===== config.mk =====
export PLATFORM = sky130hd
export DESIGN_NAME = tl_sram_bridge
export DESIGN_NICKNAME = d
export VERILOG_FILES = /design/src/rtl/tl_sram_bridge.sv
export SDC_FILE = /design/constraint.sdc
export NUM_CORES = 1
export LEC_CHECK = 0
export ABC_AREA = 1
export BUFFER_PORTS_ARGS = -buffer_cell sky130_fd_sc_hd__buf_2
export CELL_PAD_IN_SITES_DETAIL_PLACEMENT = 1
export CELL_PAD_IN_SITES_GLOBAL_PLACEMENT = 2
export CORE_ASPECT_RATIO = 2
export CORE_MARGIN = 1
export CORE_UTILIZATION = 33
export DETAILED_ROUTE_END_ITERATION = 10
export GPL_TIMING_DRIVEN = 0
export PLACE_DENSITY = 0.94
export SLEW_MARGIN = 0
export SYNTH_ARGS = -nofsm -noshare
export SYNTH_HDL_FRONTEND = slang
export SYNTH_SLANG_ARGS = --single-unit

===== constraint.sdc =====
create_clock -name tilelink_clock_i -period 6.6 [get_ports tilelink_clock_i]
set_input_delay 0.66 -clock tilelink_clock_i [delete_from_list [all_inputs] [get_ports tilelink_clock_i]]
set_output_delay 0.66 -clock tilelink_clock_i [all_outputs]
set_load 0.01 [all_outputs]

===== src/rtl/tl_sram_bridge.sv =====
// tl_sram_bridge: TileLink-UL/UH slave port terminating into a single-port synchronous SRAM.
// Define TL_SRAM_BRIDGE_RANGE_CHECK_EN to deny requests addressed beyond the SRAM footprint.
module tl_sram_bridge #(
    parameter int unsigned TL_DW  = 32,
    parameter int unsigned TL_AW  = 32,
    parameter int unsigned TL_RS  = 4,
    parameter int unsigned TL_SZ  = 4,
    parameter int unsigned MEM_AW = 12
) (
    input  logic                 tilelink_clock_i,
    input  logic                 tilelink_reset_ni,
    input  logic [2:0]           slave_a_opcode,
    input  logic [2:0]           slave_a_param,
    input  logic [TL_SZ-1:0]     slave_a_size,
    input  logic [TL_RS-1:0]     slave_a_source,
    input  logic [TL_AW-1:0]     slave_a_address,
    input  logic [TL_DW/8-1:0]   slave_a_mask,
    input  logic [TL_DW-1:0]     slave_a_data,
    input  logic                 slave_a_corrupt,
    input  logic                 slave_a_valid,
    output logic                 slave_a_ready,
    output logic [2:0]           slave_d_opcode,
    output logic [1:0]           slave_d_param,
    output logic [TL_SZ-1:0]     slave_d_size,
    output logic [TL_RS-1:0]     slave_d_source,
    output logic                 slave_d_denied,
    output logic [TL_DW-1:0]     slave_d_data,
    output logic                 slave_d_corrupt,
    output logic                 slave_d_valid,
    input  logic                 slave_d_ready,
    output logic                 mem_en_o,
    output logic                 mem_we_o,
    output logic [MEM_AW-1:0]    mem_addr_o,
    output logic [TL_DW/8-1:0]   mem_wmask_o,
    output logic [TL_DW-1:0]     mem_wdata_o,
    input  logic [TL_DW-1:0]     mem_rdata_i
);

    localparam int unsigned Lb = $clog2(TL_DW / 8);
    localparam int unsigned Mw = TL_DW / 8;

    typedef enum logic [2:0] {StIdle, StWrite, StRead, StDeny, StAck} state_e;

    typedef struct packed {
        logic             op;
        logic [TL_SZ-1:0] size;
        logic [TL_RS-1:0] source;
        logic             denied;
        logic [TL_DW-1:0] data;
    } rsp_t;

    state_e            state_q, state_d;
    logic              alive_q;
    logic [TL_SZ-1:0]  size_q, size_d;
    logic [TL_RS-1:0]  source_q, source_d;
    logic [MEM_AW-1:0] addr_q, addr_d;
    logic [MEM_AW-1:0] wr_addr_q, wr_addr_d;
    logic [Mw-1:0]     wr_mask_q, wr_mask_d;
    logic [TL_DW-1:0]  wr_data_q, wr_data_d;
    logic              wr_pend_q, wr_pend_d;
    logic [11:0]       rem_q, rem_d;
    logic [11:0]       cnt_q, cnt_d;
    logic              done_q, done_d;
    logic              rsp_op_q, rsp_op_d;
    logic              denied_q, denied_d;
    logic              infl_q;
    rsp_t              buf0_q, buf0_d, buf1_q, buf1_d, rsp_new;
    logic [1:0]        occ_q, occ_d;

    logic              a_fire, d_fire, rd_issue, ack_push, rsp_push, a_oor;
    logic [11:0]       a_beats_m1;
    logic [MEM_AW-1:0] a_word;
    logic [Mw-1:0]     a_mask_eff;
    logic              unused_inputs;

    assign unused_inputs = ^{slave_a_param, slave_a_address};

`ifdef TL_SRAM_BRIDGE_RANGE_CHECK_EN
    assign a_oor = |(slave_a_address >> (MEM_AW + Lb));
`else
    assign a_oor = 1'b0;
`endif

    assign a_word     = slave_a_address[MEM_AW+Lb-1:Lb];
    assign a_mask_eff = slave_a_corrupt ? '0 : slave_a_mask;

    always_comb begin
        a_beats_m1 = '0;
        if (slave_a_size > TL_SZ'(Lb)) begin
            a_beats_m1 = 12'((32'd1 << (slave_a_size - TL_SZ'(Lb))) - 32'd1);
        end
    end

    always_comb begin
        slave_a_ready = 1'b0;
        case (state_q)
            StIdle:          slave_a_ready = alive_q;
            StWrite, StDeny: slave_a_ready = (rem_q != 12'd0);
            default:         slave_a_ready = 1'b0;
        endcase
    end

    assign slave_d_valid = (occ_q != 2'd0);
    assign a_fire        = slave_a_valid & slave_a_ready;
    assign d_fire        = slave_d_valid & slave_d_ready;
    // A D handshake in the same cycle frees a slot, which keeps bursts at one beat per cycle.
    assign rd_issue = (state_q == StRead) && !done_q &&
                      (({1'b0, occ_q} + {2'b00, infl_q}) < (3'd2 + {2'b00, d_fire}));
    assign ack_push = (state_q == StAck) && !done_q && ((occ_q != 2'd2) || d_fire);
    assign rsp_push = infl_q | ack_push;

    always_comb begin
        rsp_new        = '0;
        rsp_new.size   = size_q;
        rsp_new.source = source_q;
        if (infl_q) begin
            rsp_new.op   = 1'b1;
            rsp_new.data = mem_rdata_i;
        end else begin
            rsp_new.op     = rsp_op_q;
            rsp_new.denied = denied_q;
        end
    end

    // Two-entry shift buffer; buf0 is always the head presented on D.
    always_comb begin
        buf0_d = buf0_q;
        buf1_d = buf1_q;
        occ_d  = occ_q;
        case ({rsp_push, d_fire})
            2'b10: begin
                if (occ_q == 2'd0) buf0_d = rsp_new;
                else               buf1_d = rsp_new;
                occ_d = occ_q + 2'd1;
            end
            2'b01: begin
                buf0_d = buf1_q;
                occ_d  = occ_q - 2'd1;
            end
            2'b11: begin
                if (occ_q == 2'd1) begin
                    buf0_d = rsp_new;
                end else begin
                    buf0_d = buf1_q;
                    buf1_d = rsp_new;
                end
            end
            default: ;
        endcase
    end

    always_comb begin
        state_d   = state_q;
        size_d    = size_q;
        source_d  = source_q;
        addr_d    = addr_q;
        wr_addr_d = wr_addr_q;
        wr_mask_d = wr_mask_q;
        wr_data_d = wr_data_q;
        wr_pend_d = 1'b0;
        rem_d     = rem_q;
        cnt_d     = cnt_q;
        done_d    = done_q;
        rsp_op_d  = rsp_op_q;
        denied_d  = denied_q;
        case (state_q)
            StIdle: begin
                if (a_fire) begin
                    size_d   = slave_a_size;
                    source_d = slave_a_source;
                    done_d   = 1'b0;
                    denied_d = 1'b1;
                    rem_d    = 12'd0;
                    cnt_d    = 12'd0;
                    rsp_op_d = 1'b0;
                    state_d  = StDeny;
                    case (slave_a_opcode)
                        3'd0, 3'd1: begin
                            rem_d = a_beats_m1;
                            if (!a_oor) begin
                                state_d   = StWrite;
                                denied_d  = slave_a_corrupt;
                                wr_pend_d = 1'b1;
                                wr_addr_d = a_word;
                                wr_mask_d = a_mask_eff;
                                wr_data_d = slave_a_data;
                                addr_d    = a_word + MEM_AW'(1);
                            end
                        end
                        3'd4: begin
                            rsp_op_d = 1'b1;
                            cnt_d    = a_beats_m1;
                            if (!a_oor) begin
                                state_d  = StRead;
                                denied_d = 1'b0;
                                addr_d   = a_word;
                            end
                        end
                        3'd2, 3'd3: begin
                            rem_d    = a_beats_m1;
                            rsp_op_d = 1'b1;
                            cnt_d    = a_beats_m1;
                        end
                        default: ;
                    endcase
                end
            end
            StWrite: begin
                if (a_fire) begin
                    wr_pend_d = 1'b1;
                    wr_addr_d = addr_q;
                    wr_mask_d = a_mask_eff;
                    wr_data_d = slave_a_data;
                    addr_d    = addr_q + MEM_AW'(1);
                    rem_d     = rem_q - 12'd1;
                    if (slave_a_corrupt) denied_d = 1'b1;
                end
                if (wr_pend_q && (rem_q == 12'd0)) begin
                    state_d  = StAck;
                    cnt_d    = 12'd0;
                    rsp_op_d = 1'b0;
                    done_d   = 1'b0;
                end
            end
            StDeny: begin
                if (a_fire) rem_d = rem_q - 12'd1;
                if (rem_q == 12'd0) state_d = StAck;
            end
            StRead: begin
                if (rd_issue) begin
                    addr_d = addr_q + MEM_AW'(1);
                    if (cnt_q == 12'd0) done_d = 1'b1;
                    else                cnt_d  = cnt_q - 12'd1;
                end
                if (done_q && !infl_q && (occ_q == 2'd1) && d_fire) state_d = StIdle;
            end
            StAck: begin
                if (ack_push) begin
                    if (cnt_q == 12'd0) done_d = 1'b1;
                    else                cnt_d  = cnt_q - 12'd1;
                end
                if (done_q && (occ_q == 2'd1) && d_fire) state_d = StIdle;
            end
            default: state_d = StIdle;
        endcase
    end

    always_ff @(posedge tilelink_clock_i or negedge tilelink_reset_ni) begin
        if (!tilelink_reset_ni) begin
            state_q   <= StIdle;
            alive_q   <= 1'b0;
            size_q    <= '0;
            source_q  <= '0;
            addr_q    <= '0;
            wr_addr_q <= '0;
            wr_mask_q <= '0;
            wr_data_q <= '0;
            wr_pend_q <= 1'b0;
            rem_q     <= '0;
            cnt_q     <= '0;
            done_q    <= 1'b0;
            rsp_op_q  <= 1'b0;
            denied_q  <= 1'b0;
            infl_q    <= 1'b0;
            buf0_q    <= '0;
            buf1_q    <= '0;
            occ_q     <= '0;
        end else begin
            state_q   <= state_d;
            alive_q   <= 1'b1;
            size_q    <= size_d;
            source_q  <= source_d;
            addr_q    <= addr_d;
            wr_addr_q <= wr_addr_d;
            wr_mask_q <= wr_mask_d;
            wr_data_q <= wr_data_d;
            wr_pend_q <= wr_pend_d;
            rem_q     <= rem_d;
            cnt_q     <= cnt_d;
            done_q    <= done_d;
            rsp_op_q  <= rsp_op_d;
            denied_q  <= denied_d;
            infl_q    <= rd_issue;
            buf0_q    <= buf0_d;
            buf1_q    <= buf1_d;
            occ_q     <= occ_d;
        end
    end

    assign slave_d_opcode  = {2'b00, buf0_q.op};
    assign slave_d_param   = 2'b00;
    assign slave_d_size    = buf0_q.size;
    assign slave_d_source  = buf0_q.source;
    assign slave_d_denied  = buf0_q.denied;
    assign slave_d_data    = buf0_q.data;
    assign slave_d_corrupt = 1'b0;

    assign mem_en_o    = wr_pend_q | rd_issue;
    assign mem_we_o    = wr_pend_q;
    assign mem_addr_o  = wr_pend_q ? wr_addr_q : addr_q;
    assign mem_wmask_o = wr_pend_q ? wr_mask_q : '0;
    assign mem_wdata_o = wr_pend_q ? wr_data_q : '0;

endmodule


Word-level counts from Yosys, hierarchy flattened --
Cells that the tools add are included.
Storage, ports and cells: bits in latches 0, logic and storage cells 181, memories 0, output and inout bits 99, memory bits (read-only) 0, bits in writable memories 0, register bits after elaboration 187
Operators by class: multiplexer cells 69, add/sub/neg operators 10, reduce and logical (&&, ||, !) cells 41, magnitude comparators 2, bitwise gates (word level) 4, $mul 0, shift-type cells 1, eq/ne operators 28, div/mod/pow operators 0
Operators with widths (count):
- $mux 12 | 17
- $mux 42 | 4
- $mux 32 | 5
- $pmux 42 s3 | 1
- $pmux 42 s2 | 1
- $pmux 12 s2 | 3
- $pmux 32 s2 | 1
- $pmux 12 s4 | 1
- $pmux 12 s3 | 1
- $sub 12x1->12 const B | 3
- $add 12x1->12 const B | 2
- $logic_not 12->1 | 2
- $ne 2x2->1 const B | 11
- $mux 4 | 5
- $mux 1 | 15
- $mux 3 | 5
- $pmux 3 s5 | 1
- $reduce_and 5->1 | 3
- $eq 3x2->1 const B | 4
- $reduce_bool 12->1 | 1
- $shl 1x4->12 const A | 1
- $logic_and 1x1->1 | 10
- $pmux 1 s2 | 5
- $reduce_bool 2->1 | 5
- other kinds (30) | 48

Depth between registers and ports, before layout --
Gate-level depths: netlist (run 1).
depth in word-level cells 8, gate-level depth with buffers 17, depth with buffers taken out 15

Least setup slack after synthesis (run 1) --
No wires, ideal clock.
kind flip-flop to flip-flop, start point register occ_q[0], end point register buf1_q[0] in the netlist's numbering, data required time 6.467 ns, buffers on the path 3, library setup time 0.133 ns, setup slack 4.149 ns, data arrival time 2.319 ns, cell stages (with the launch flop) 14, path through dfrtp_1 inv_1 ha_1 inv_2 nand2_2 clkinv_1 clkbuf_1 ha_1 nand2_1 o21ai_0 o21ai_0 clkbuf_1 clkbuf_1 o21ai_0
On the way: word-level cells in the longest chain between the ends 8, elaborated cells between the ends (all ways) 15, those cells by class 6 x eq/ne; 1 x mux; 2 x bitwise; 6 x reduce/logical
RTL lines:
- start: declaration | line 68 | logic [1:0] occ_q, occ_d;
- start signal: assignment | line 267 | occ_q <= '0;
- start signal: assignment | line 286 | occ_q <= occ_d;
- $reduce_bool 2->1 * | line 103 | assign slave_d_valid = (occ_q != 2'd0);
- net slave_d_valid | line 29 | output logic slave_d_valid,
- $and 1x1->1 * | line 105 | assign d_fire = slave_d_valid & slave_d_ready;
- $logic_or 1x1->1 | line 109 | assign ack_push = (state_q == StAck) && !done_q && ((occ_q != 2'd2) || d_fire);
- $logic_and 1x1->1 | line 109
- $or 1x1->1 | line 110 | assign rsp_push = infl_q | ack_push;
- $eq 2x2->1 | line 130 | case ({rsp_push, d_fire})
- $ne 2x2->1 (no line) or $reduce_bool 2->1 (tied branches)
- $reduce_and 3->1 (no line)
- end signal: assignment | line 285 | buf1_q <= buf1_d;
- end: declaration | line 67 | rsp_t buf0_q, buf0_d, buf1_q, buf1_d, rsp_new;
Mark *: on every way through the listed nets, which the timed path passes. The rest lies on a longest branch. A chain may end at the register's enable or synchronous reset.

Worst setup path after layout (run 1) --
start point register occ_q[0], end point register buf1_q[35] in the netlist's numbering
On the way: word-level cells in the longest chain between the ends 8, elaborated cells between the ends (all ways) 15, those cells by class 6 x eq/ne; 1 x mux; 2 x bitwise; 6 x reduce/logical
RTL lines (line):
- $reduce_bool 2->1 | 103
- $and 1x1->1 | 105
- $logic_or 1x1->1 | 109
- $logic_and 1x1->1 | 109
- $or 1x1->1 | 110
- $eq 2x2->1 | 130
- $ne 2x2->1 (no line) or $reduce_bool 2->1 (tied branches)
- $reduce_and 3->1 (no line)
Parallel ways exist; a longest one is shown, timed or not.

==> metrics.md, run 1 <==
| Metric | Value |
|---|---|
| FF+latch count, synth | 187 |
| Min-delay worst type | in2async |
| Synth Flop Type | dfrtp_1 |
| Pre-CTS setup slack | 3.24 ns |
| # DRC | 0 |
| Final Skew | 0.00934 ns |
| Tmin final | 3.30 ns |
| First-pass GRT wire length | 54,300 um |
| Iteration-0 DRC Markers | 519 |
| Clock root buffer | clkbuf_16 |
| Routed WL | 33,000 um |
| Overall die height | 250 um |
| CP Buf/Inv Count | 6 |
| Worst setup path class | reg2reg |
| Syn Std Cell Area | 10,100 um^2 |
| Synth Warn # | 0 |
| Crit-path cells | inv_1, ha_1, inv_2, nand2_2, clkinv_1, clkbuf_1, ha_1, o21ai_0, o21ai_0, clkbuf_1, clkbuf_1, nand2_1, o21ai_0 |
| DR WL/cell | 16.8 um |
| Via density per instance | 4.96 |
| Number of flops mapped to enable cells by yosys | 0 |
| Clock Path Buffers | 2 |
| Area Growth Syn to Fin | 21.1% |
| Setup tns final | 0 ns |
| Fmax | 303 MHz |
| Die W | 126 um |
| Crit start category | register |
| # setup viols final | 0 |
| Global Route Usage Sum | 22.0% |
| Area of the multi-input gates | 4630 um^2 |
| Leak | 6.45 nW |
| HPWL Detailed | 25,600 um |
| Critical Path AT | 3.64 ns |
| Status | finished clean |
| CTS hold repair buffers | 0 |
| Vias | 9,729 |
| RSZ-0062 raised after global routing | false |
| Peak supply drop | 0.209 mV |
| Synthesized instance count | 1,366 |
| Final period util | 49.9% |
| Slowest-stage cell, CP | clkbuf_1 |
| Final Worst Setup Slack | 3.30 ns |
| Number of gates resized after cts | 0 |
| Slew headroom | 56.0% |
| Register area share after synthesis | 46.3% |
| Max H-tree Level | 4 |
| Gp weighted congestion | 0.816 |
| Maximum fanout along the worst path | 11 |
| Slew Limit Fails | 0 |
| Setup bufs post-CTS | 0 |
| DRT Pass-1 Iters | 4 |
| Placement Rows | 90 |
| Max incr delay on CP | 0.47 ns |
| Area contributors post-synth | dfrtp_1, nand2_1, o21ai_0 |
| Maxcap violations | 0 |
| Actual slew at the worst max-slew pin | 0.660 ns |
| Fin util | 40.6% |
| Synth area leader | dfrtp_1 |
| Initial antenna violation count | 3 |
| Syn avg cell area | 7.40 um^2 |
| Ys async rst share | 100% |
| Largest net degree at the start of global routing | 112 |
| I/O pin count | 218 |
| Required @ worst endpoint | 6.95 ns |
| Reg area | 4680 um^2 |
| Initial Utilization | 33.5% |
| Filler Cells Inserted | 3,837 |
| Worst skew pair latency | 0.45 ns |
| Grt ovf | 0 |
| Port Buffers | 189 |
| Clk slew on worst S/H paths | 0.07 ns |
| Top cell type's share of synthesized area | 46.3% |
| Clock Sinks | 187 |
| Core area | 30,200 um^2 |
| Crit end category | register |
| Distinct cells, synth | 40 |
| CTS tree | yes |
| Layout cells sized above 1 | 21.2% |
| Vias in the first global route | 10.6k |
| Final Hold Vio Count | 0 |
| Die ar. | 31,400 um^2 |
| Commonest cells post-synth | nand2_1, dfrtp_1, inv_1 |
| Crit-path leading delay family | buffers and inverters |
| Count leader, synth | nand2_1 |
| Number of CTS-inserted buffers | 17 |
| Final nets | 1,712 |
| Antenna viol nets, final | 0 |
| P per Cell Area | 481 nW/um^2 |
[stage by stage]
step,cells,hold WS (ns),cell area [um^2],power [W]
3_5_place_dp,1928,0.465,11600,0.00475
6_report,1961,0.182,12200,0.00589
4_1_cts,1958,0.208,12200,0.00597
5_1_grt,1961,0.224,12200,0.00638
2_1_floorplan,1370,0.364,10100,0.00377
3_3_place_gp,1927,0.462,11500,0.00463
[cells in the final DEF (no fill, tap or decap), drive strengths merged, types with 11 or more instances in the layout]
cell type    n
or2         45
nand2      474
buf        222
nand3       79
o21ai      133
a21oi       23
inv        129
nor3        15
clkbuf      57
a31oi       44
xor2        11
nor2       114
ha          14
dfrtp      187
[layer usage]
layer | vias to the layer above | GRT usage, % | part of all wire, %
li1 | 4757 | - | -
met1 | 4705 | 21.8 | 37
met2 | 180 | 43.0 | 57
met3 | 87 | 2.98 | 2.3
met4 | 0 | 12.0 | 4.4
met5 | - | 0 | 0
[registers in the layout, summed over array words and instances, names as in the netlist, 12 cells and up]
signal and count:
slave_d_data 32, addr_q 12, buf1_q 42, wr_addr_q 12
rem_q 12, cnt_q 12, wr_data_q 32
[cell type report]
| type | count | area share [%] |
|---|---|---|
| Sequential cell | 187 | 38.2 |
| Timing Repair Buffer | 190 | 8.03 |
| Buffer | 68 | 2.73 |
| Multi-Input combinational cell | 986 | 37.8 |
| Antenna cell | 3 | 0.0613 |
| Tap cell | 368 | 3.76 |
| Clock buffer | 21 | 3.92 |
| Inverter | 129 | 3.99 |
| Clock inverter | 9 | 1.51 |
[worst paths after layout]
path,cells past startpoint,slack (ns),end,from
worst max-delay path,13,3.30,buf1_q[35]$_DFFE_PN0P_,occ_q[0]$_DFFE_PN0P_
worst min-delay path,1,0.18,wr_data_q[14]$_DFFE_PN0P_,tilelink_reset_ni
worst max register to register,13,3.30,buf1_q[35]$_DFFE_PN0P_,occ_q[0]$_DFFE_PN0P_
worst min register to register,2,0.48,wr_data_q[2]$_DFFE_PN0P_,wr_data_q[2]$_DFFE_PN0P_
max in group asynchronous,2,5.36,buf1_q[37]$_DFFE_PN0P_,tilelink_reset_ni
min in group tilelink_clock_i,3,0.40,wr_data_q[24]$_DFFE_PN0P_,slave_a_data[24]
[report_power, final]
part           internal [W]  switching [W]  leakage, nW
logic              0.000920        0.00178         3.75
clock network      0.000712       0.000469        0.319
registers           0.00167       0.000332         2.38
total               0.00330        0.00259         6.45
[logic make-up after synthesis]
logic type      Yosys count  share of synthesized area [%]
simple gates            737                           30.8
compound gates          214                           11.7
buf+inv                 197                           8.14
flops                   187                           46.3
fa+ha+maj                14                           1.73
xor+xnor                 14                           1.21
other cells               2                         0.0742
mux                       1                         0.0990
No activity file was read; power rests on OpenSTA's default activity.
==> inputs of run 2 (changes only) <==
- CORE_UTILIZATION: 33 -> 31
- PLACE_DENSITY: 0.94 -> 0.9
- clock period: 6.6 -> 3.12 ns (I/O delays scaled with it)
==> run 2 against run 1 <==
- worst setup slack lost 3.0 ns
- via count shrank 0.69%
- combinational power grew 110%
- clock-buffer cell count shrank 2
- sequential cell count is the same
- largest power group unchanged
- design area grew 0.24%
- cell count grew 3.1%
- hold slack lost 0.13 ns
- clock skew grew 0.00072 ns
- utilization shrank 2.4 points
- global-route usage shrank 1.3 points
==> metrics.md, run 2 (synthesis results as in run 1) <==
| Metric | Value |
|---|---|
| Status | finished clean |
| Most common cell after layout, fill and taps aside | nand2_1 |
| Vias | 9,662 (-0.69%) |
| Comb power frac | 46.9% (+1.0 points) |
| Tmin final | 2.84 ns (-0.452 ns) |
| First-pass GRT wire length | 53,100 um (-2.2%) |
| Global Route Usage Sum | 20.7% (-1.3 points) |
| Via density per instance | 4.78 (-3.7%) |
| Sw Share | 45.0% (+1.1 points) |
| # DRC | 0 (unchanged) |
| Clk slew on worst S/H paths | 0.07 ns (about the same) |
| P per Cell Area | 996 nW/um^2 (+110%) |
| Core area | 32,100 um^2 (+6.4%) |
| Clock power share | 18.5% (-1.6 points) |
| Grt ovf | 0 (unchanged) |
| Port Buffers | 189 (unchanged) |
| CTS tree | yes |
| Psw | 0.00551 W (+110%) |
| Finished layout cell area | 12,300 um^2 (+0.24%) |
| Slew Limit Fails | 0 (unchanged) |
| Int Power | 0.00672 W (+100%) |
| Gp weighted congestion | 0.804 (-1.5%) |
| Total power | 0.0122 W (+110%) |
| Slew headroom | 53.1% (-2.9 points) |
| Largest net degree at the start of global routing | 107 (-4.5%) |
| Peak supply drop | 0.458 mV (+120%) |
| Fmax | 352 MHz (+16%) |
| Seq pwr share | 34.6% (+0.6 points) |
| Clock Path Buffers | 2 (unchanged) |
| Clock root buffer | clkbuf_16 |
| Worst skew pair latency | 0.46 ns (about the same) |
| Clock Sinks | 187 (unchanged) |
| Maxcap violations | 0 (unchanged) |
| Max H-tree Level | 4 (unchanged) |
| Initial Utilization | 31.5% (-2.0 points) |
| Final Skew | 0.0101 ns (+0.000722 ns) |
| # setup viols final | 0 (unchanged) |
| Crit start category | register |
| Placed cell areas | 11,600 um^2 (+0.64%) |
| Vias in the first global route | 10.4k (-2.1%) |
| DR WL/cell | 16.4 um (-2.7%) |
| Final period util | 91.1% (+41 points) |
| Layout cells sized above 1 | 21.8% (+0.59 points) |
| Die W | 130 um (+3.1%) |
| Overall die height | 257 um (+3.1%) |
| Leak | 6.44 nW (-0.13%) |
| RSZ-0062 raised after global routing | false |
| Initial antenna violation count | 2 (-1) |
| Crit end category | register |
| Required @ worst endpoint | 3.48 ns (-3.47 ns) |
| Area Growth Syn to Fin | 21.4% |
| Die ar. | 33,400 um^2 (+6.4%) |
| Min-delay worst type | in2reg |
| I/O pin count | 218 (unchanged) |
| Final nets | 1,713 (+0.058%) |
| Largest register FFs | 42 (unchanged) |
| Placement Rows | 93 (+3.3%) |
| Iteration-0 DRC Markers | 339 (-35%) |
| Antenna viol nets, final | 0 (unchanged) |
| Maximum fanout along the worst path | 11 (unchanged) |
| Actual slew at the worst max-slew pin | 0.703 ns (+0.0429 ns) |
| Critical Path AT | 3.20 ns (-0.44 ns) |
| Setup bufs post-CTS | 0 (unchanged) |
| Most frequent cells in the layout | nand2_1, buf_2, dfrtp_1, inv_1, o21ai_0 |
| Routed WL | 33,100 um (+0.30%) |
| DRT Pass-1 Iters | 4 (unchanged) |
| Number of CTS-inserted buffers | 17 (unchanged) |
| Final Hold Vio Count | 0 (unchanged) |
| Most flop-heavy register | buf1_q |
| Worst setup path class | reg2reg |
| HPWL Detailed | 26,100 um (+1.8%) |
run 2: cell count changes in the layout (fill, tap and decap cells not counted), moves of 2 or more:
cell / previous run / this run
inv_6: 0 / 6
clkbuf_1: 36 / 30
clkbuf_8: 4 / 1
bufinv_16: 5 / 2
clkbuf_2: 0 / 5
clkinv_4: 1 / 3
buf_2: 206 / 208
run 2: timing repair:
item / 4_1_cts / 5_1_grt
hold endpoints to repair: 81 / 0
endpoints found under the setup margin: 80 / 26
hold buffers: 1 / 0
resized for setup: 9 / 3
run 2: final cells by class:
class | count | area, um^2
diodes | 2 | 5.00
plain buffers | 68 | 347
clock buffers | 19 | 443
clock inverters | 13 | 154
fillers | 4143 | 19800
inverters | 129 | 489
multi-input cells | 986 | 4630
flip-flops and latches | 187 | 4680
well taps | 427 | 534
repair buffers | 191 | 993
run 2: through the flow:
stage | std cells | setup WS (ns) | setup TNS (ns) | utilization, % | hold WS, ns
3_5_place_dp | 1987 | -0.254 | -7.72 | 36.3 | 0.365
5_1_grt | 2022 | 0.0306 | 0 | 38.2 | 0.0442
3_3_place_gp | 1986 | -1.58 | -291.37 | 36.2 | 0.462
2_1_floorplan | 1370 | 0.669 | 0 | - | 0.0164
4_1_cts | 2020 | 0.117 | 0 | 38.2 | 0.0217
6_report | 2022 | 0.277 | 0 | 38.2 | 0.0515
run 2: power by group through the flow:
| stage | Sequential [W] | Combinational, W | Clock, W |
|---|---|---|---|
| 6_report | 0.00423 | 0.00574 | 0.00226 |
| 4_1_cts | 0.00423 | 0.00587 | 0.00234 |
| 3_5_place_dp | 0.00427 | 0.00582 | 0 |
| 5_1_grt | 0.00436 | 0.00652 | 0.00241 |
| 3_3_place_gp | 0.00422 | 0.00561 | 0 |
| 2_1_floorplan | 0.00421 | 0.00377 | 0 |
run 2: worst paths after layout:
| path | slack [ns] | depth (start not counted) | start | endpoint |
|---|---|---|---|---|
| setup / recovery | 0.28 | 14 | occ_q[0]$_DFFE_PN0P_ | buf1_q[31]$_DFFE_PN0P_ |
| hold / removal | 0.05 | 3 | slave_a_data[24] | wr_data_q[24]$_DFFE_PN0P_ |
| setup reg to reg | 0.28 | 14 | occ_q[0]$_DFFE_PN0P_ | buf1_q[31]$_DFFE_PN0P_ |
| hold reg to reg | 0.48 | 2 | wr_data_q[9]$_DFFE_PN0P_ | wr_data_q[9]$_DFFE_PN0P_ |
| max in group asynchronous | 1.66 | 3 | tilelink_reset_ni | source_q[1]$_DFFE_PN0P_ |
| min in group asynchronous | 0.44 | 2 | tilelink_reset_ni | wr_data_q[11]$_DFFE_PN0P_ |
run 2: routing by layer:
| layer | track usage [%] | share of wire, % |
|---|---|---|
| met1 | 20.5 | 37 |
| met5 | 0 | 0 |
| met2 | 40.4 | 57 |
| met3 | 2.99 | 2.4 |
| met4 | 9.92 | 4.1 |
run 2: critical path, cell delays in order, from the launching register on:
cell and delay, ns:
dfrtp_1 0.44, inv_1 0.11, ha_1 0.17, inv_2 0.06, nand2_2 0.14, clkinv_1 0.24, buf_2 0.28, ha_1 0.27
nand2_1 0.10, o21ai_0 0.07, o21ai_0 0.14, clkbuf_4 0.29, clkbuf_2 0.28, nand2_1 0.07, o21ai_0 0.09
==> inputs of run 3 (changes only) <==
- CELL_PAD_IN_SITES_DETAIL_PLACEMENT: 1 -> unset
- CELL_PAD_IN_SITES_GLOBAL_PLACEMENT: 2 -> unset
- CORE_UTILIZATION: 31 -> 55
- PLACE_DENSITY: 0.9 -> 0.89
==> run 3 against run 2 <==
- the run now ends with design-rule violations left
- die area shrank 43%
- combinational power barely moved
- clock skew is 0.0018 ns higher
- sequential cell count is the same
- clock power shrank 2%
- global-route usage increased by 11 points
- critical path type unchanged
==> metrics.md, run 3 (synthesis results as in run 1) <==
| Metric | Value |
|---|---|
| Status | finished, violations left |
| Failing checks | design-rule violations |
| Routed WL | 29,200 um (-12%) |
| Reg area | 4680 um^2 (unchanged) |
| Clk slew on worst S/H paths | 0.07 ns (about the same) |
| Area of the multi-input gates | 4630 um^2 (unchanged) |
| Placed cell areas | 11,400 um^2 (-2.3%) |
| Largest register FFs | 42 (unchanged) |
| Min-delay worst type | in2reg |
| Reg2reg path depth | 14 (unchanged) |
| Die ar. | 19,000 um^2 (-43%) |
| Initial antenna violation count | 2 (unchanged) |
| Max H-tree Level | 4 (unchanged) |
| Crit-path cells | inv_1, ha_1, inv_2, nand2_2, clkinv_1, buf_2, ha_1, nand2_1, o21ai_0, o21ai_0, clkbuf_4, clkbuf_2, nand2_1, o21ai_0 |
| Final nets | 1,713 (unchanged) |
| P per Cell Area | 1010 nW/um^2 (+1.8%) |
| Worst skew pair latency | 0.44 ns (-0.02 ns) |
| Maxcap violations | 0 (unchanged) |
| Layout cells sized above 1 | 21.7% (-0.11 points) |
| Worst setup path class | reg2reg |
| Global Route Usage Sum | 32.1% (+11 points) |
| Max incr delay on CP | 0.42 ns (-0.02 ns) |
| Vias in the first global route | 10.4k (-0.24%) |
| Slew headroom | 59.1% (+6.0 points) |
| Slowest-stage cell, CP | dfrtp_1 |
| Final Hold Vio Count | 0 (unchanged) |
| Most common cell after layout, fill and taps aside | nand2_1 |
| Number of CTS-inserted buffers | 17 (unchanged) |
| CP most frequent cell | o21ai_0 |
| First-pass GRT wire length | 48,500 um (-8.8%) |
| # DRC | 12 (+12) |
| Required @ worst endpoint | 3.44 ns (-0.04 ns) |
| Vias | 10.2k (+5.5%) |
| # setup viols final | 0 (unchanged) |
| Initial Utilization | 56.6% (+25 points) |
| HPWL Detailed | 21,500 um (-18%) |
| Clock Sinks | 187 (unchanged) |
| Crit path from | occ_q[1]$_DFFE_PN0P_ |
| Overall die height | 194 um (-25%) |
| Reg-to-Reg Start | occ_q[1]$_DFFE_PN0P_ |
| Actual slew at the worst max-slew pin | 0.612 ns (-0.0915 ns) |
| Hold Startpoint | slave_a_data[0] |
| Final Skew | 0.0118 ns (+0.00177 ns) |
| Most flop-heavy register | buf1_q |
| Grt ovf | 0 (unchanged) |
| DR WL/cell | 16.2 um (-1.1%) |
| CTS tree | yes |
| Hold depth | 3 (unchanged) |
| Gp weighted congestion | 0.954 (+19%) |
| Core area | 17,900 um^2 (-44%) |
| Layout Cells excl Fill | 1,805 (-11%) |
| Via density per instance | 5.65 (+18%) |
| Clock root buffer | clkbuf_16 |
| Maximum fanout along the worst path | 11 (unchanged) |
| Total power | 0.0122 W (-0.54%) |
| Crit end category | register |
| Critical Path AT | 3.25 ns (+0.05 ns) |
| Iteration-0 DRC Markers | 679 (+100%) |
| Final period util | 94.0% (+2.9 points) |
| Finished layout cell area | 12,000 um^2 (-2.3%) |
| Clock Path Buffers | 2 (unchanged) |
| Placement Rows | 69 (-26%) |
| Crit start category | register |
| Peak supply drop | 0.742 mV (+62%) |
| Area Growth Syn to Fin | 18.6% |
| DRT Pass-1 Iters | 9 (+5) |
| Filler Cells Inserted | 1,495 (-64%) |
| Port Buffers | 189 (unchanged) |
| I/O pin count | 218 (unchanged) |
| Die W | 97.9 um (-25%) |
| Diodes inserted | 0 (-2) |
| Antenna viol nets, final | 0 (unchanged) |
| Largest net degree at the start of global routing | 110 (+2.8%) |
| Leak | 6.43 nW (-0.11%) |
| Fmax | 341 MHz (-3.0%) |
| Cells after DPL | 1,773 (-11%) |
| Slew Limit Fails | 0 (unchanged) |
| Most frequent cells in the layout | nand2_1, buf_2, dfrtp_1, inv_1, o21ai_0 |
| Tmin final | 2.93 ns (+0.0891 ns) |
-- run 3: layout make-up --
class | instances | share of cell area (%)
repair buffers | 191 | 8.28
clock inverters | 9 | 0.949
clock buffers | 22 | 3.95
plain buffers | 68 | 2.89
well taps | 213 | 2.22
flip-flops and latches | 187 | 39.0
multi-input cells | 986 | 38.6
inverters | 129 | 4.08
-- run 3: through the flow --
stage | utilization [%] | setup TNS (ns) | hold slack [ns] | worst slack [ns]
floorplan | - | 0 | 0.0164 | 0.669
global placement | 63.5 | -231.74 | 0.462 | -1.26
detailed placement | 63.7 | -2.55 | 0.333 | -0.124
CTS | 67.1 | 0 | 0.0643 | 0.0282
global route | 67.1 | -0.0127 | 0.0617 | -0.0127
finish | 67.1 | 0 | 0.0720 | 0.188
-- run 3: worst max-delay path, delay by kind of cell, from the launching register on --
kind	cells	cell delay (ns)
buffers and inverters	6	1.23
adders and majority gates	2	0.44
DFF	1	0.42
AOI/OAI and AO/OA	3	0.39
and+or+nand+nor	3	0.36
-- run 3: final timing paths --
kind / to / slack, ns
max: buf1_q[4]$_DFFE_PN0P_ / 0.19
min in group asynchronous: rem_q[1]$_DFFE_PN0P_ / 0.43
min reg2reg: wr_addr_q[6]$_DFFE_PN0P_ / 0.48
max reg2reg: buf1_q[4]$_DFFE_PN0P_ / 0.19
min: wr_data_q[0]$_DFFE_PN0P_ / 0.07
max in group asynchronous: wr_data_q[10]$_DFFE_PN0P_ / 1.72
-- run 3: repair_timing --
action | in CTS | in global routing
setup endpoints to repair | 40 | 51
hold endpoints to repair | 78 | 0
gates resized for setup | 4 | 12
setup buffers | 0 | 0
hold buffers | 1 | 0
pin swaps | 0 | 0
-- run 3: where the power goes --
part           leakage, nW  switching [W]  internal, W
registers             2.38       0.000693      0.00354
clock network        0.279       0.000962      0.00125
logic                 3.78        0.00376      0.00197
-- run 3: metal layers --
layer,GRT usage [%],wire [um]
met1,31.8,9940
met2,58.1,15600
met3,6.31,1600
met4,23.8,2030
met5,0,19
